### src/rtl/i2s_pkg.sv
// Shared types and defaults for the I2S ADC receiver front end.
package i2s_pkg;

  typedef enum logic [1:0] {SYNC, LEFT, RIGHT} i2s_state_e;

  localparam int unsigned DEFAULT_BITWIDTH      = 24;
  localparam int unsigned DEFAULT_MAX_SLOT_BITS = 32;

  // The slot counter must be able to hold its saturation value MAX_SLOT_BITS+1.
  function automatic int unsigned cnt_width(input int unsigned max_slot_bits);
    return $clog2(max_slot_bits + 2);
  endfunction

  localparam int unsigned DEFAULT_CNT_WIDTH = cnt_width(DEFAULT_MAX_SLOT_BITS);

endpackage

### src/rtl/input_synchronizer.sv
// Parameterised-width 2-FF synchroniser for asynchronous inputs, with an optional
// registered rising-edge pulse on one selected bit.
module input_synchronizer #(
  parameter int unsigned WIDTH    = 1,
  parameter bit          EDGE_EN  = 1'b0,
  parameter int unsigned EDGE_IDX = 0
) (
  input  logic             clk_i,
  input  logic             reset_ni,
  input  logic [WIDTH-1:0] d_i,
  output logic [WIDTH-1:0] q_o,
  output logic             rise_o
);

  logic [WIDTH-1:0] meta_q;
  logic [WIDTH-1:0] sync_q;

  always_ff @(posedge clk_i or negedge reset_ni) begin
    if (!reset_ni) begin
      meta_q <= '0;
      sync_q <= '0;
    end else begin
      meta_q <= d_i;
      sync_q <= meta_q;
    end
  end

  assign q_o = sync_q;

  if (EDGE_EN) begin : g_edge
    logic prev_q;
    logic rise_q;

    always_ff @(posedge clk_i or negedge reset_ni) begin
      if (!reset_ni) begin
        prev_q <= 1'b0;
        rise_q <= 1'b0;
      end else begin
        prev_q <= sync_q[EDGE_IDX];
        rise_q <= sync_q[EDGE_IDX] & ~prev_q;
      end
    end

    assign rise_o = rise_q;
  end else begin : g_no_edge
    assign rise_o = 1'b0;
  end

endmodule

### src/rtl/i2s_adc_receiver.sv
// Deserialises a stereo I2S stream (oversampled in clk_i) into signed left/right
// samples with a one-cycle valid strobe; bad slots are discarded with frame_err_o.
module i2s_adc_receiver
  import i2s_pkg::*;
#(
  parameter int unsigned BITWIDTH      = DEFAULT_BITWIDTH,
  parameter int unsigned MAX_SLOT_BITS = DEFAULT_MAX_SLOT_BITS
) (
  input  logic                       clk_i,
  input  logic                       reset_ni,
  input  logic                       sclk_i,
  input  logic                       lrclk_i,
  input  logic                       sdata_i,
  output logic signed [BITWIDTH-1:0] left_o,
  output logic signed [BITWIDTH-1:0] right_o,
  output logic                       valid_o,
  output logic                       frame_err_o,
  output logic                       locked_o
);

  localparam int unsigned CntW = cnt_width(MAX_SLOT_BITS);

  localparam logic [CntW-1:0] CntMin = CntW'(BITWIDTH);
  localparam logic [CntW-1:0] CntMax = CntW'(MAX_SLOT_BITS);
  localparam logic [CntW-1:0] CntSat = CntW'(MAX_SLOT_BITS + 1);

  logic [2:0]          sync_q;
  logic                bit_stb;
  logic                lrclk_s;
  logic                sdata_s;
  logic                unused_sclk_sync;
  logic                boundary;
  logic                slot_good;

  i2s_state_e          state_q;
  logic                lr_prev_q;
  logic [CntW-1:0]     cnt_q;
  logic [BITWIDTH-1:0] shift_q;
  logic [BITWIDTH-1:0] hold_q;

  input_synchronizer #(
    .WIDTH   (3),
    .EDGE_EN (1'b1),
    .EDGE_IDX(0)
  ) u_sync (
    .clk_i   (clk_i),
    .reset_ni(reset_ni),
    .d_i     ({sdata_i, lrclk_i, sclk_i}),
    .q_o     (sync_q),
    .rise_o  (bit_stb)
  );

  assign unused_sclk_sync = sync_q[0];
  assign lrclk_s          = sync_q[1];
  assign sdata_s          = sync_q[2];

  assign boundary  = (lrclk_s != lr_prev_q);
  assign slot_good = (cnt_q >= CntMin) && (cnt_q <= CntMax);

  always_ff @(posedge clk_i or negedge reset_ni) begin
    if (!reset_ni) begin
      state_q     <= SYNC;
      lr_prev_q   <= 1'b0;
      cnt_q       <= '0;
      shift_q     <= '0;
      hold_q      <= '0;
      left_o      <= '0;
      right_o     <= '0;
      valid_o     <= 1'b0;
      frame_err_o <= 1'b0;
      locked_o    <= 1'b0;
    end else begin
      valid_o     <= 1'b0;
      frame_err_o <= 1'b0;
      if (bit_stb) begin
        lr_prev_q <= lrclk_s;
        if (boundary) begin
          // The bit on the boundary strobe is the I2S one-bit delay slot: ignored.
          cnt_q   <= '0;
          shift_q <= '0;
          unique case (state_q)
            SYNC: begin
              if (!lrclk_s) state_q <= LEFT;
            end
            LEFT: begin
              if (slot_good) begin
                hold_q  <= shift_q;
                state_q <= RIGHT;
              end else begin
                frame_err_o <= 1'b1;
                locked_o    <= 1'b0;
                state_q     <= SYNC;
              end
            end
            RIGHT: begin
              if (slot_good) begin
                left_o   <= $signed(hold_q);
                right_o  <= $signed(shift_q);
                valid_o  <= 1'b1;
                locked_o <= 1'b1;
                state_q  <= LEFT;
              end else begin
                frame_err_o <= 1'b1;
                locked_o    <= 1'b0;
                state_q     <= SYNC;
              end
            end
            default: state_q <= SYNC;
          endcase
        end else begin
          if (cnt_q < CntMin) shift_q <= {shift_q[BITWIDTH-2:0], sdata_s};
          if (cnt_q != CntSat) cnt_q <= cnt_q + CntW'(1);
          // Stuck word select: flag once as the counter crosses MAX_SLOT_BITS.
          if ((cnt_q == CntMax) && (state_q != SYNC)) begin
            frame_err_o <= 1'b1;
            locked_o    <= 1'b0;
            state_q     <= SYNC;
          end
        end
      end
    end
  end

endmodule

### config.mk
export PLATFORM = sky130hd
export DESIGN_NAME = i2s_adc_receiver
export DESIGN_NICKNAME = d
export VERILOG_FILES = /design/src/rtl/i2s_pkg.sv /design/src/rtl/input_synchronizer.sv /design/src/rtl/i2s_adc_receiver.sv
export SDC_FILE = /design/constraint.sdc
export NUM_CORES = 1
export LEC_CHECK = 0
export BUFFER_PORTS_ARGS = -buffer_cell sky130_fd_sc_hd__buf_2
export CAP_MARGIN = 20
export CORE_ASPECT_RATIO = 1.4
export CORE_MARGIN = 2
export CORE_UTILIZATION = 64
export CTS_BUF_LIST = sky130_fd_sc_hd__clkbuf_4
export DETAILED_ROUTE_END_ITERATION = 12
export GPL_ROUTABILITY_DRIVEN = 0
export PLACE_DENSITY = 0.84
export RECOVER_POWER = 50
export SLEW_MARGIN = 25
export SYNTH_ARGS = -nofsm -noshare
export SYNTH_HDL_FRONTEND = slang
export SYNTH_SLANG_ARGS = --single-unit
### constraint.sdc
create_clock -name clk_i -period 5.1 [get_ports clk_i]
set_input_delay 0.255 -clock clk_i [delete_from_list [all_inputs] [get_ports clk_i]]
set_output_delay 0.255 -clock clk_i [all_outputs]
set_load 0.05 [all_outputs]
After elaboration in Yosys (flattened, before gate mapping)
Cells that the tools add are included.
Widths: inputs -> output; s select.
{"block": "classes", "addsub": 1, "order_cmp": 3, "bitwise_logic": 2, "muxes": 23, "eq_ne": 8, "reduce_logical": 14}
{"op": "$mux 24", "n": 2}
{"op": "$mux 1", "n": 13}
{"op": "$mux 6", "n": 2}
{"op": "$reduce_and 4->1", "n": 3}
{"op": "$mux 2", "n": 4}
{"op": "$reduce_bool 2->1", "n": 4}
{"op": "$add 6x1->6 const B", "n": 1}
{"op": "$eq 6x6->1 const B", "n": 1}
{"op": "$ge 6x5->1 const B", "n": 1}
{"op": "$le 6x6->1 const B", "n": 1}
{"op": "$lt 6x5->1 const B", "n": 1}
{"op": "$ne 3x3->1 const B", "n": 2}
{"op": "$ne 6x6->1 const B", "n": 1}
{"op": "$pmux 2 s3", "n": 1}
{"op": "$reduce_and 2->1", "n": 2}
{"op": "$ne 3x1->1 const B", "n": 1}
{"op": "$reduce_and 3->1", "n": 1}
{"op": "$eq 2x1->1 const B", "n": 1}
{"op": "$eq 2x2->1 const B", "n": 1}
{"op": "$logic_and 1x1->1", "n": 2}
{"op": "$logic_not 2->1", "n": 1}
{"op": "$pmux 1 s2", "n": 1}
{"op": "$reduce_or 2->1", "n": 1}
{"op": "$and 1x1->1", "n": 1}
{"op": "2 further kinds", "n": 2}
{"block": "totals", "output_inout_bits": 51, "word_cells": 65, "in_bits": 5, "reg_bits": 116}

Depth between registers and ports, before layout
Gate-level depths: netlist of the first run.
{"block": "logic_depth", "word_depth": 6, "mapped_depth": 8, "depth_no_buf": 6}

Hierarchy
A second synthesis of the first run with hierarchy kept.
{"block": "unflattened", "hier_cells": 300, "area_unflattened_um2": 4529.3}
{"mod": "i2s_adc_receiver", "area_per_inst_um2": 4315.4, "cells_each": 291, "seq_area_each_um2": 2702.6, "n_inst": 1}
{"mod": "input_synchronizer", "area_per_inst_um2": 214.0, "cells_each": 9, "seq_area_each_um2": 200.2, "n_inst": 1}

Worst setup path after synthesis of the first run
OpenSTA, ideal clock, no wires.
{"block": "synth_path", "kind": "flip-flop to flip-flop", "startpoint": "reg cnt_q[2]", "endpoint": "reg left_o[0]", "stages_incl_launch_ff": 8, "path_buffers": 3, "arrival_ns": 1.785, "setup_slack_ns": 3.190, "synth_period_minus_slack_ns": 1.910, "required_time_ns": 4.975, "setup_time_ns": 0.125, "path_cell_list": "dfrtp_1 > nor4b_2 > a22o_4 > and3_4 > buf_6 > buf_12 > buf_12 > mux2_4"}
{"block": "synth_via", "elab_chain_cells": 3, "elab_cells_between_ends": 4, "cone_classes": "2 x order compare; 2 x reduce/logical"}
{"item": "start, declared", "line_no": "i2s_adc_receiver.sv:37", "source": "logic [CntW-1:0] cnt_q;"}
{"item": "start signal, assigned", "line_no": "i2s_adc_receiver.sv:112", "source": "if (cnt_q != CntSat) cnt_q <= cnt_q + CntW'(1);"}
{"item": "$ge 6x5->1 / $le 6x6->1 (equally long branches)", "line_no": "i2s_adc_receiver.sv:58", "source": "assign slot_good = (cnt_q >= CntMin) && (cnt_q <= CntMax);"}
{"item": "$logic_and 1x1->1 (*)", "line_no": "i2s_adc_receiver.sv:58"}
{"item": "$reduce_and 4->1 (no line) (*)"}
{"item": "end signal, assigned", "line_no": "i2s_adc_receiver.sv:97", "source": "left_o <= $signed(hold_q);"}
{"item": "end, declared", "line_no": "i2s_adc_receiver.sv:14", "source": "output logic signed [BITWIDTH-1:0] left_o,"}
Mark *: on every way between the ends. The rest lies on a longest branch, timed or not.
A chain may end at the register's enable or synchronous reset.

==> impl_metrics.py, run 1 <==
metrics = {
    "outcome": {
        "status": "complete, but fails checks",
        "violations": "max-capacitance violations, max-slew violations",
    },
    "setup_path": {
        "crit_chain": "dlygate4sd3_1 > clkbuf_1 > buf_4",
        "crit_slowest_cell": "clkbuf_1",
        "max_stage_delay_ns": 2.07,
        "crit_type": "input port to asynchronous set/reset pin",
        "crit_path_start_kind": "input port",
        "crit_fanout": 61,
        "crit_family": "buffers and inverters",
        "worstPathRequired_ns": 5.66,
        "critPathBufInv": 3,
        "cp.arrival_ns": 3.75,
        "crit_path_end_kind": "asynchronous set/reset pin",
    },
    "logic_synthesis": {
        "yosysSeqAreaShare": 0.636,
        "synth.largest_area_cell": "dfrtp_1",
        "synthDominantCellAreaShare": 0.636,
        "syn_inst": 301,
        "synth.avg_cell_area_um2": 15.2,
        "synth_seq_cells": 116,
        "synth_area_leaders": "dfrtp_1, mux2_2, a22o_1",
        "synthFlopType": "dfrtp_1",
        "ys.warnings.count": 0,
        "ys_types": 40,
        "synthesis.area_um2": 4570,
        "yosysMostFrequentCell": "dfrtp_1",
        "async_reset_ff_frac": 1.00,
        "synth_edf_count": 0,
        "synth_common_cells": "dfrtp_1, mux2_2, a22o_1",
        "syn_nets": 313,
    },
    "clocking": {
        "cts_tree": "done",
        "numCtsBuffers": 17,
        "clockRootBuffer": "clkbuf_4",
        "clkTransAtPathRegs_ns": 0.08,
        "clock_path_buffers": 2,
        "clk_latency_ns": 0.50,
        "cts_max_level": 4,
        "cts_resized": 0,
        "cts_sinks": 116,
    },
    "drt": {
        "drc": 0,
        "vias_per_cell": 5.56,
        "drtIter0Drc": 142,
        "wl_um": 7770,
        "wl_per_cell_um": 16.5,
        "vias": 2624,
        "ant_nets": 0,
        "drt_first_pass_iters": 4,
    },
    "flow_run": {
        "cap_violations": 1,
    },
    "timing": {
        "finalHoldViolCount": 0,
        "fin_skew_ns": 0.0143,
        "final-setup-viol-count": 0,
        "drv_slew": 57,
        "rsz0062_at_grt": "false",
        "timing.slew.headroom": -0.964,
        "fmax_mhz": 313,
        "whs_ns": 0.350,
        "post-route-min-period_ns": 3.19,
        "final.setup.tns_ns": 0,
        "min_period_over_period": 0.626,
        "tightest_slew_ns": 2.95,
    },
    "power": {
        "power_mw": 1.58,
        "power.leakage_nw": 2.50,
        "peakVddDrop_mv": 0.222,
        "power_density_nw_per_um2": 313,
    },
    "finish": {
        "n_antenna_cell": 0,
        "fillerInstances": 508,
        "synthToLayoutAreaGrowth_pct": 10.3,
        "nets": 377,
        "final-seq-area_um2": 2900,
        "finalInstanceArea_um2": 5040,
        "multi_input_area_um2": 1520,
        "stdcell_count": 472,
        "drive_gt1_frac": 0.284,
    },
    "die": {
        "core_region_area_um2": 6940,
        "die_w_um": 75.4,
        "rows": 36,
        "die_h_um": 104,
        "die_area_um2": 7840,
        "initial_core_util": 0.658,
        "io_pins": 56,
    },
    "grt": {
        "busiest_layer": "met2",
        "grt_pass1_wl_um": 12900,
        "grt_max_degree": 62,
        "gr-usage-met2": 0.319,
        "gr-usage-met3": 0.0882,
        "antenna_found_initial": 0,
        "grt_pass1_vias": 2645,
        "grtUsageMet1": 0.310,
        "grt-ovfl-total": 0,
        "track_usage": 0.223,
    },
    "worst_hold_path": {
        "min_path_type": "register to register",
    },
    "place": {
        "portBuffers": 55,
        "dp_cells": 437,
        "hpwl_um": 4950,
        "placed_area_um2": 4860,
    },
}
## worst paths after layout
check | cells past startpoint | slack, ns | endpoint | from
setup reg to reg | 4 | 2.39 | left_o[19] | u_sync.q_o[1]
min in group asynchronous | 2 | 1.24 | cnt_q[0] | reset_ni
setup / recovery | 3 | 1.91 | left_o[13] | reset_ni
hold / removal | 0 | 0.35 | u_sync.q_o[0] | u_sync.meta_q[0]
hold reg to reg | 0 | 0.35 | u_sync.q_o[0] | u_sync.meta_q[0]
max in group clk_i | 4 | 2.39 | left_o[19] | u_sync.q_o[1]
## sequential cells by signal, indices dropped and copies added, names as in the netlist
name,flops
cnt_q,6
frame_err_o,1
hold_q,24
left_o,24
locked_o,1
lr_prev_q,1
right_o,24
shift_q,24
state_q,2
u_sync.g_edge.prev_q,1
u_sync.meta_q,3
u_sync.q_o,3
u_sync.rise_o,1
valid_o,1
## repair_timing
action / in CTS / in global routing
hold buffers: 4 / 0
endpoints found under the hold margin: 58 / 0
buffers inserted: 0 / 0
## cells by family after synthesis
| logic type | after synthesis | synth area share |
|---|---|---|
| flops | 116 | 0.636 |
| xor+xnor | 4 | 0.00767 |
| simple gates | 34 | 0.0428 |
| compound gates | 41 | 0.0726 |
| mux | 74 | 0.189 |
| fa+ha+maj | 7 | 0.0192 |
| buf+inv | 25 | 0.0326 |
## where the power goes
part           internal (mW)  switching, mW  total [mW]
registers              0.941         0.0258       0.967
clock network          0.198          0.296       0.494
logic                 0.0403         0.0773       0.118
total                   1.18          0.399        1.58
## final cells by class
type,instances,area share
multi-input combinational,160,0.302
inverter,10,0.00745
sequential,116,0.576
tap,95,0.0236
clock inverter,10,0.00845
clock buffer,21,0.0313
timing repair buffer,60,0.0512
## worst register-to-register path, stage by stage (launching register included)
cell and delay [ns]:
dfrtp_1 0.43, xor2_1 0.68, and2_1 0.35, and3_4 0.69
mux2_2 0.44
## metrics by stage
step / worst slack [ns] / util
floorplan: 3.19 / -
global placement: 2.50 / 0.701
detailed placement: 2.43 / 0.701
CTS: 2.41 / 0.736
global route: 1.26 / 0.726
finish: 1.91 / 0.726
## cells in the final DEF (no fill, tap or decap), types with 2 or more instances in the layout
master	synthesis	routed
nor2_1	7	6
nand3_1	7	7
clkbuf_1	6	52
dfrtp_1	116	116
buf_2	3	3
a22o_1	24	24
clkinv_2	0	4
mux2_2	63	63
and2_1	4	4
mux2i_1	2	2
dlygate4sd3_1	0	4
ha_1	7	7
inv_1	10	10
a21oi_1	3	3
clkinv_1	0	6
mux2_4	9	9
o21ai_0	3	3
nand2_1	5	5
xor2_1	3	3
nor2b_1	3	3
clkbuf_4	0	21
## metal layers
layer | part of all wire | wire, um | up-vias
met4 | 0.014 | 108 | 0
met3 | 0.047 | 367 | 12
met2 | 0.50 | 3890 | 81
li1 | - | - | 1212
met5 | 0 | 0 | -
met1 | 0.44 | 3400 | 1319
Power figures use the tool's default switching activity.
==> run 2, diff against run 1 <==
--- a/config.mk
+++ b/config.mk
@@ -5,15 +5,16 @@
 export SDC_FILE = /design/constraint.sdc
 export NUM_CORES = 1
 export LEC_CHECK = 0
+export ABC_AREA = 1
 export BUFFER_PORTS_ARGS = -buffer_cell sky130_fd_sc_hd__buf_2
 export CAP_MARGIN = 20
 export CORE_ASPECT_RATIO = 1.4
 export CORE_MARGIN = 2
-export CORE_UTILIZATION = 64
+export CORE_UTILIZATION = 54
 export CTS_BUF_LIST = sky130_fd_sc_hd__clkbuf_4
 export DETAILED_ROUTE_END_ITERATION = 12
 export GPL_ROUTABILITY_DRIVEN = 0
-export PLACE_DENSITY = 0.84
+export PLACE_DENSITY = 0.75
 export RECOVER_POWER = 50
 export SLEW_MARGIN = 25
 export SYNTH_ARGS = -nofsm -noshare
==> constraint.sdc (replaced) <==
create_clock -name clk_i -period 2.9 [get_ports clk_i]
set_input_delay 0.145 -clock clk_i [delete_from_list [all_inputs] [get_ports clk_i]]
set_output_delay 0.145 -clock clk_i [all_outputs]
set_load 0.05 [all_outputs]
==> impl_metrics.py, run 2 <==
metrics = {
    "grt": {
        "grt_max_degree": 69,
        "grt-ovfl-total": 0,
        "track_usage": 0.204,
        "grt_pass1_wl_um": 14100,
        "antenna_found_initial": 0,
        "grt_pass1_vias": 3081,
    },
    "drt": {
        "drc": 0,
        "wl_per_cell_um": 13.0,
        "vias": 3170,
        "ant_nets": 0,
        "vias_per_cell": 5.04,
        "drtIter0Drc": 231,
        "wl_um": 8190,
        "drt_first_pass_iters": 4,
    },
    "logic_synthesis": {
        "ys.warnings.count": 0,
        "synth_common_cells": "nand2_1, dfrtp_1, inv_1",
        "syn_inst": 453,
        "synth_edf_count": 0,
        "synth_area_leaders": "dfrtp_1, nand2_1, o21ai_0",
        "ys_types": 25,
        "synthesis.area_um2": 4480,
        "synth.avg_cell_area_um2": 9.88,
        "synthFlopType": "dfrtp_1",
        "synth.largest_area_cell": "dfrtp_1",
        "yosysSeqAreaShare": 0.649,
        "async_reset_ff_frac": 1.00,
        "yosysMostFrequentCell": "nand2_1",
        "synthDominantCellAreaShare": 0.649,
        "synth_seq_cells": 116,
        "syn_nets": 465,
    },
    "setup_path": {
        "cp_common_cell": "nand2_1",
        "cp.arrival_ns": 2.55,
        "critPathBufInv": 3,
        "crit_fanout": 46,
        "critical_path.startpoint": "u_sync.q_o[1]",
        "path_depth": 8,
        "rr_startpoint": "u_sync.q_o[1]",
        "crit_chain": "inv_1 > nand2_1 > nand2_1 > inv_1 > nand4_4 > buf_4 > nand2_1 > o21ai_1",
        "reg2reg_to": "right_o[15]",
        "crit_path_start_kind": "register",
        "worstPathRequired_ns": 3.31,
        "crit_slowest_cell": "buf_4",
        "cp-endpoint": "right_o[15]",
        "max_stage_delay_ns": 0.47,
        "r2r_setup_slack_ns": 0.76,
        "reg2regPathDepth": 8,
        "crit_path_end_kind": "register",
        "crit_type": "register to register",
        "crit_family": "simple AND/OR/NAND/NOR gates",
    },
    "timing": {
        "drv_slew": 68,
        "fin_skew_ns": 0.0145,
        "final-setup-viol-count": 0,
        "post-route-min-period_ns": 2.14,
        "finalHoldViolCount": 0,
        "rsz0062_at_grt": "false",
        "tightest_slew_ns": 1.63,
        "min_period_over_period": 0.739,
        "final.setup.tns_ns": 0,
        "fmax_mhz": 466,
        "timing.slew.headroom": -0.0874,
    },
    "die": {
        "initial_core_util": 0.553,
        "core_region_area_um2": 8100,
        "die_w_um": 80.9,
        "rows": 39,
        "die_area_um2": 9040,
        "die_h_um": 112,
        "io_pins": 56,
    },
    "finish": {
        "stdcell_count": 629,
        "drive_gt1_frac": 0.152,
        "final_cell_mix": "nand2_1, dfrtp_1, inv_1, buf_2, o21ai_0",
        "nets": 527,
        "synthToLayoutAreaGrowth_pct": 13.2,
        "n_antenna_cell": 0,
        "layout_commonest_cell": "nand2_1",
        "fillerInstances": 720,
    },
    "outcome": {
        "status": "complete, but fails checks",
        "violations": "max-capacitance violations, max-slew violations",
    },
    "clocking": {
        "clkTransAtPathRegs_ns": 0.09,
        "numCtsBuffers": 17,
        "clock_path_buffers": 2,
        "cts_resized": 0,
        "cts_sinks": 116,
        "clockRootBuffer": "clkbuf_4",
        "cts_max_level": 4,
        "cts_tree": "done",
        "clk_latency_ns": 0.50,
    },
    "worst_hold_path": {
        "min_path_type": "input port to register",
    },
    "power": {
        "power.leakage_nw": 2.61,
        "power_mw": 2.83,
        "peakVddDrop_mv": 0.386,
        "power_density_nw_per_um2": 559,
    },
    "place": {
        "portBuffers": 55,
        "dp_cells": 594,
        "hpwl_um": 5400,
    },
    "flow_run": {
        "cap_violations": 1,
    },
}
-- run 2: cell count changes after synthesis, moves of 24 or more --
cell     change
inv_1       +29
o21ai_0     +27
a22o_1      -24
o21ai_1     +27
nand2_1    +143
mux2_2      -63
-- run 2: kinds of logic (layout without fill, tap and decap cells) --
| kind of cell | count (synthesis) | in the layout | synth area share |
|---|---|---|---|
| DFF | 116 | 116 | 0.649 |
| and+or+nand+nor | 183 | 183 | 0.169 |
| AOI/OAI and AO/OA | 84 | 84 | 0.101 |
| xor gates and xnor gates | 1 | 1 | 0.00196 |
| buffers and inverters | 62 | 136 | 0.0598 |
| adders and majority gates | 7 | 7 | 0.0196 |
-- run 2: metal layers --
metal	global-route usage	wire, um	up-vias	part of all wire
met3	0.0705	353	6	0.043
met5	0	0	-	0
met4	0.0644	57	0	0.0070
li1	-	-	1585	-
met2	0.328	4270	65	0.52
met1	0.261	3510	1514	0.43
-- run 2: area by class of cell --
class	instances	area, um^2	share of cell area
well taps	102	128	0.0252
multi-input cells	275	1310	0.258
inverters	41	154	0.0304
clock inverters	9	63.8	0.0126
flip-flops and latches	116	2900	0.573
clock buffers	22	165	0.0326
repair buffers	64	345	0.0681
-- run 2: what timing repair did --
action | in CTS | in global routing
endpoints found under the setup margin | 0 | 0
hold endpoints to repair | 70 | 0
hold buffers | 4 | 0
setup buffers | 0 | 0
-- run 2: where the power goes --
part / internal, mW / total (mW) / switching (mW) / leakage, nW
sequential: 1.65 / 1.67 / 0.0230 / 1.60
clock: 0.450 / 0.970 / 0.520 / 0.135
combinational: 0.0650 / 0.196 / 0.131 / 0.878
total: 2.16 / 2.83 / 0.673 / 2.61
-- run 2: worst min-delay path by stage --
stage              from                to  slack (ns)  cells after the start
2_1_floorplan  reset_ni          cnt_q[0]       -0.15                      0
3_3_place_gp     sclk_i  u_sync.meta_q[0]        0.25                      1
3_5_place_dp     sclk_i  u_sync.meta_q[0]        0.25                      1
4_1_cts         sdata_i  u_sync.meta_q[2]        0.23                      2
5_1_grt         sdata_i  u_sync.meta_q[2]        0.24                      2
6_report        sdata_i  u_sync.meta_q[2]        0.28                      2
-- run 2: per-stage QoR --
stage	utilization	setup slack [ns]	cell area (um^2)	hold slack [ns]
floorplan	-	1.42	4480	-0.151
global placement	0.595	0.876	4820	0.253
detailed placement	0.595	0.782	4820	0.254
CTS	0.628	0.732	5090	0.232
global route	0.626	0.462	5070	0.238
finish	0.626	0.756	5070	0.282
